### config.mk
export PLATFORM = sky130hd
export DESIGN_NAME = parking_occupancy_counter
export DESIGN_NICKNAME = d
export VERILOG_FILES = /design/src/rtl/parking_pkg.sv /design/src/rtl/parking_edge_det.sv /design/src/rtl/parking_occupancy_counter.sv
export SDC_FILE = /design/constraint.sdc
export NUM_CORES = 1
export LEC_CHECK = 0
export ABC_AREA = 1
export CAP_MARGIN = 25
export CORE_MARGIN = 5
export CORE_UTILIZATION = 46
export DETAILED_ROUTE_END_ITERATION = 8
export PLACE_DENSITY = 0.74
export SYNTH_ARGS = -nofsm -noshare
export SYNTH_HDL_FRONTEND = slang
export SYNTH_SLANG_ARGS = --single-unit
### constraint.sdc
create_clock -name clk -period 1.9 [get_ports clk]
set_input_delay 0.38 -clock clk [delete_from_list [all_inputs] [get_ports clk]]
set_output_delay 0.38 -clock clk [all_outputs]
set_load 0.02 [all_outputs]
### src/rtl/parking_pkg.sv
// Shared constants and BCD helpers for the parking-lot occupancy counter.
// The BCD sign logic in the top module is built only when PARKING_BCD_EN is defined.
package parking_pkg;

    localparam int DEFAULT_CAPACITY = 20;
    localparam int DEFAULT_CNT_W    = 7;

    localparam int             BCD_W   = 4;
    localparam logic [BCD_W-1:0] BCD_MAX = 4'd9;

    function automatic logic [BCD_W-1:0] bcd_tens(input int value);
        return BCD_W'(value / 10);
    endfunction

    function automatic logic [BCD_W-1:0] bcd_units(input int value);
        return BCD_W'(value % 10);
    endfunction

    // {tens, units} of the default capacity, i.e. what the sign shows after reset
    localparam logic [2*BCD_W-1:0] DEFAULT_CAP_BCD =
        {bcd_tens(DEFAULT_CAPACITY), bcd_units(DEFAULT_CAPACITY)};

endpackage

### src/rtl/parking_edge_det.sv
// Rising-edge detector: a level held high for many cycles yields a single event.
// The previous value resets to 0, so a level already high after reset is an event.
module parking_edge_det
    import parking_pkg::*;
(
    input  logic clk,
    input  logic rst_n,
    input  logic in,
    output logic evt
);

    logic in_q;

    always_ff @(posedge clk or negedge rst_n) begin
        if (!rst_n) begin
            in_q <= 1'b0;
        end else begin
            in_q <= in;
        end
    end

    assign evt = in & ~in_q;

endmodule

### src/rtl/parking_occupancy_counter.sv
// Saturating parked-car counter with full/empty flags, sticky error flags and free-space output.
// Define PARKING_BCD_EN to build the BCD tens/units free-space digits; otherwise they read 0.
module parking_occupancy_counter
    import parking_pkg::*;
#(
    parameter int CAPACITY = DEFAULT_CAPACITY,
    parameter int CNT_W    = DEFAULT_CNT_W
)
(
    input  logic             clk,
    input  logic             rst_n,
    input  logic             inc,
    input  logic             dec,
    input  logic             clr_err,
    output logic [CNT_W-1:0] count,
    output logic [CNT_W-1:0] free,
    output logic             full,
    output logic             empty,
    output logic             ovf,
    output logic             unf,
    output logic [BCD_W-1:0] free_tens,
    output logic [BCD_W-1:0] free_units
);

    localparam logic [CNT_W-1:0] CAP_VAL = CNT_W'(CAPACITY);

    logic             inc_evt;
    logic             dec_evt;
    logic             accept_inc;
    logic             accept_dec;
    logic             reject_inc;
    logic             reject_dec;
    logic [CNT_W-1:0] count_r;
    logic [CNT_W-1:0] free_r;
    logic             ovf_r;
    logic             unf_r;

    parking_edge_det u_inc_edge (
        .clk   (clk),
        .rst_n (rst_n),
        .in    (inc),
        .evt   (inc_evt)
    );

    parking_edge_det u_dec_edge (
        .clk   (clk),
        .rst_n (rst_n),
        .in    (dec),
        .evt   (dec_evt)
    );

    // Simultaneous entry and exit cancel out and are not treated as an error
    always_comb begin
        accept_inc = 1'b0;
        accept_dec = 1'b0;
        reject_inc = 1'b0;
        reject_dec = 1'b0;
        if (inc_evt && !dec_evt) begin
            if (count_r == CAP_VAL) begin
                reject_inc = 1'b1;
            end else begin
                accept_inc = 1'b1;
            end
        end else if (dec_evt && !inc_evt) begin
            if (count_r == '0) begin
                reject_dec = 1'b1;
            end else begin
                accept_dec = 1'b1;
            end
        end
    end

    always_ff @(posedge clk or negedge rst_n) begin
        if (!rst_n) begin
            count_r <= '0;
            free_r  <= CAP_VAL;
        end else if (accept_inc) begin
            count_r <= count_r + CNT_W'(1);
            free_r  <= free_r - CNT_W'(1);
        end else if (accept_dec) begin
            count_r <= count_r - CNT_W'(1);
            free_r  <= free_r + CNT_W'(1);
        end
    end

    // A new error in the same cycle as clr_err keeps the flag set
    always_ff @(posedge clk or negedge rst_n) begin
        if (!rst_n) begin
            ovf_r <= 1'b0;
            unf_r <= 1'b0;
        end else begin
            if (reject_inc) begin
                ovf_r <= 1'b1;
            end else if (clr_err) begin
                ovf_r <= 1'b0;
            end
            if (reject_dec) begin
                unf_r <= 1'b1;
            end else if (clr_err) begin
                unf_r <= 1'b0;
            end
        end
    end

    assign count = count_r;
    assign free  = free_r;
    assign full  = (count_r == CAP_VAL);
    assign empty = (count_r == '0);
    assign ovf   = ovf_r;
    assign unf   = unf_r;

`ifdef PARKING_BCD_EN
    logic [BCD_W-1:0] tens_r;
    logic [BCD_W-1:0] units_r;

    // Digits track free directly: an accepted entry lowers free, an accepted exit raises it
    always_ff @(posedge clk or negedge rst_n) begin
        if (!rst_n) begin
            tens_r  <= bcd_tens(CAPACITY);
            units_r <= bcd_units(CAPACITY);
        end else if (accept_inc) begin
            if (units_r == '0) begin
                units_r <= BCD_MAX;
                tens_r  <= tens_r - BCD_W'(1);
            end else begin
                units_r <= units_r - BCD_W'(1);
            end
        end else if (accept_dec) begin
            if (units_r == BCD_MAX) begin
                units_r <= '0;
                tens_r  <= tens_r + BCD_W'(1);
            end else begin
                units_r <= units_r + BCD_W'(1);
            end
        end
    end

    assign free_tens  = tens_r;
    assign free_units = units_r;
`else
    assign free_tens  = '0;
    assign free_units = '0;
`endif

endmodule
==> reports/metrics.yaml <==
outcome: "finished, violations left"
violations: "setup timing"
yosys-top-cells-count: "60 x nand2_1, 26 x inv_1, 16 x dfrtp_1, 14 x nand3_1, 11 x ha_1"
layout-drive-gt1-share_pct: 47.98
synth_ff_type: "dfrtp_1"
cp-start-kind: "register"
p_leak_nw: 1.160
ys.warnings.count: 0
worst_slack_ns: -0.1262
vias_per_cell: 4.880
rrSetupSlack_ns: -0.13
rows: 20
synth.yosys.seq_area_share_pct: 31.70
final_hold_viol_count: 0
worstSetupStartpoint: "count[5]"
fillCellCount: 190
critical_path_class: "register to register"
routabilityCongestion: 0.7733
reg2reg_to: "count[4]"
initial_core_util_pct: 47.19
switching_share_pct: 47.68
setup_viol: 6
ir_worst_vdd_mv: 0.9668
netlist_area_um2: 1429
final_cells: 292
core_um2: 3028
powerDensity_nw_per_um2: 1614
fin_worst_skew_ns: 0.004153
finalPower_w: 0.003761
synth_top_cell_area_share_pct: 28.02
grtUsageTotal_pct: 19.06
clkLatencyLatePin_ns: 0.33
cts_made_buffers: 3
synth_cell_types: 26
worstPathArrival_ns: 2.30
rr_startpoint: "count[5]"
clock-sinks: 18
fmax_mhz: 493.5
maxCapViolCount: 0
grt_pass1_vias: 1403
ys_seq_elements: 18
drc: 0
grtUsageMet3_pct: 2.393
crit_path_max_incr_delay_ns: 0.44
hold_path_class: "input port to asynchronous set/reset pin"
path_max_fanout: 5
critPathRequiredTime_ns: 2.17
wl_um: 4411
cts_tree: "done"
nets: 267
yosysMostFrequentCell: "nand2_1"
grt_first_pass_wirelength_um: 6272
hpwl_um: 2506
grt_max_degree: 19
wl_per_cell_um: 15.11
drt-initial-drc-count: 49
p_comb_share_pct: 72.6
crit_path_cell_trace: "nor2_4, nand2_4, o21ai_4, buf_6, ha_4, nand2_4, inv_4, a21oi_2, xnor2_1, nand2_1, nand2_1"
die_w_um: 65.74
cts_htree_levels: 1
use_met1_pct: 23.45
postCtsHoldBufs: 0
antenna_found_initial: 0
rsz0062_at_grt: "yes"
crit_end: "count[4]"
place_inst: 273
drv_slew: 0
clockBufferDepth: 2
antenna_cells: 0
period_share_pct: 106.6
io_pins: 31
clkPwrFrac_pct: 7.4
syn_inst: 184
drt_pre_antenna_iters: 5
setup.worst_path.end_class: "register"
cts-root-buf: "clkbuf_4"
crit_path_top_delay_cell: "dfrtp_2"
io_buffers: 22
finalCriticalPeriod_ns: 2.026
async_flop_share_pct: 100.0
avgSynthCellArea_um2: 7.766
power_frac_seq_pct: 20.0
design.die.area_um2: 4321
p_sw_w: 0.001793
grt_overflow_total: 0
yosys.area.top_type: "dfrtp_1"
p_int_w: 0.001968
grt_busiest_layer: "met2"
die_height_um: 65.74
vias: 1425
rr_worst_depth: 11
met2_usage_pct: 33.29
antenna_left: 0
clk_pin_slew_ns: 0.13
synthTopCellsByArea: "dfrtp_1 28%, nand2_1 16%, ha_1 9.6%"
area_delta_synth_final_pct: 63.14
synth_edf_count: 0
[registers in the layout (all words and copies together) (netlist names)]
register and count:
u_inc_edge.in_q 1, ovf 1, u_dec_edge.in_q 1, free 7
count 7, unf 1
[area by class of cell]
class,count,area [um^2],area share (%)
repair buffers,62,561.8,24.10
inverters,26,100.1,4.294
flip-flops and latches,18,457.9,19.65
multi-input cells,138,1120,48.04
clock buffers,4,36.28,1.557
well taps,44,55.05,2.362
[metrics by stage]
step / hold WS, ns / utilization (%) / setup WS (ns) / area, um^2 / setup TNS [ns]
4_1_cts: 0.3762 / 68.72 / -0.008772 / 2081 / -0.008772
5_1_grt: 0.3833 / 76.98 / -0.1818 / 2331 / -1.016
6_report: 0.3580 / 76.98 / -0.1262 / 2331 / -0.3229
3_5_place_dp: 0.4892 / 63.47 / -0.5306 / 1922 / -5.006
2_1_floorplan: 0.08441 / - / -0.02985 / 1521 / -0.05236
3_3_place_gp: 0.4856 / 63.47 / -0.4681 / 1922 / -4.298
[metal layers]
layer | vias to the layer above | part of all wire, % | wire, um
met2 | 49 | 49 | 2165
li1 | 689 | - | -
met5 | - | 0 | 0
met1 | 676 | 44 | 1929
met4 | 0 | 2.7 | 117
met3 | 11 | 4.5 | 199
[timing repair]
action / in CTS / in global routing
cloned: 1 / 0
setup buffers: 2 / 14
pin swaps: 11 / 27
endpoints found under the setup margin: 12 / 15
gates resized for setup: 25 / 54
[critical path, delay by kind of cell (launching register included)]
kind,cells,cell delay (ns)
and+or+nand+nor,5,0.53
DFF,1,0.44
AOI/OAI and AO/OA,2,0.44
adders and majority gates,1,0.21
buffers and inverters,2,0.19
xor gates and xnor gates,1,0.15
[power by group through the flow]
stage                     logic (W)  clock network (W)  registers, W
after detailed placement    0.00210                  0      0.000738
after floorplan             0.00108                  0      0.000946
after global placement      0.00204                  0      0.000735
after global routing        0.00294           0.000292      0.000777
final                       0.00273           0.000278      0.000752
after CTS                   0.00223           0.000269      0.000740
[worst min path at each step]
stage / start / endpoint
after floorplan: rst_n / count[0]
after global placement: free[6] / free[6]
after detailed placement: free[6] / free[6]
after CTS: rst_n / ovf
after global routing: rst_n / ovf
final: rst_n / ovf
[cells by family after synthesis]
| family | Yosys count | share of synthesized area, % |
|---|---|---|
| xor+xnor | 8 | 5.429 |
| fa+ha+maj | 13 | 12.43 |
| buf+inv | 36 | 12.61 |
| other cells | 1 | 0.2624 |
| compound gates | 17 | 7.005 |
| simple gates | 91 | 30.56 |
| flops | 18 | 31.70 |
[cell usage in the layout, fill, tap and decap left out, types with 5 or more instances in the layout]
cell type | synthesis | routed
nor2_4 | 5 | 6
dfrtp_1 | 16 | 12
conb_1 | 1 | 8
buf_4 | 8 | 32
nand2_2 | 1 | 13
clkdlybuf4s50_1 | 0 | 11
buf_6 | 2 | 7
inv_1 | 26 | 16
nand2_4 | 1 | 6
nand2_1 | 60 | 43
inv_2 | 0 | 9
dlymetal6s2s_1 | 0 | 5
nand3_1 | 14 | 11
ha_4 | 0 | 11
a21oi_2 | 0 | 6
No activity file was read; power rests on OpenSTA's default activity.
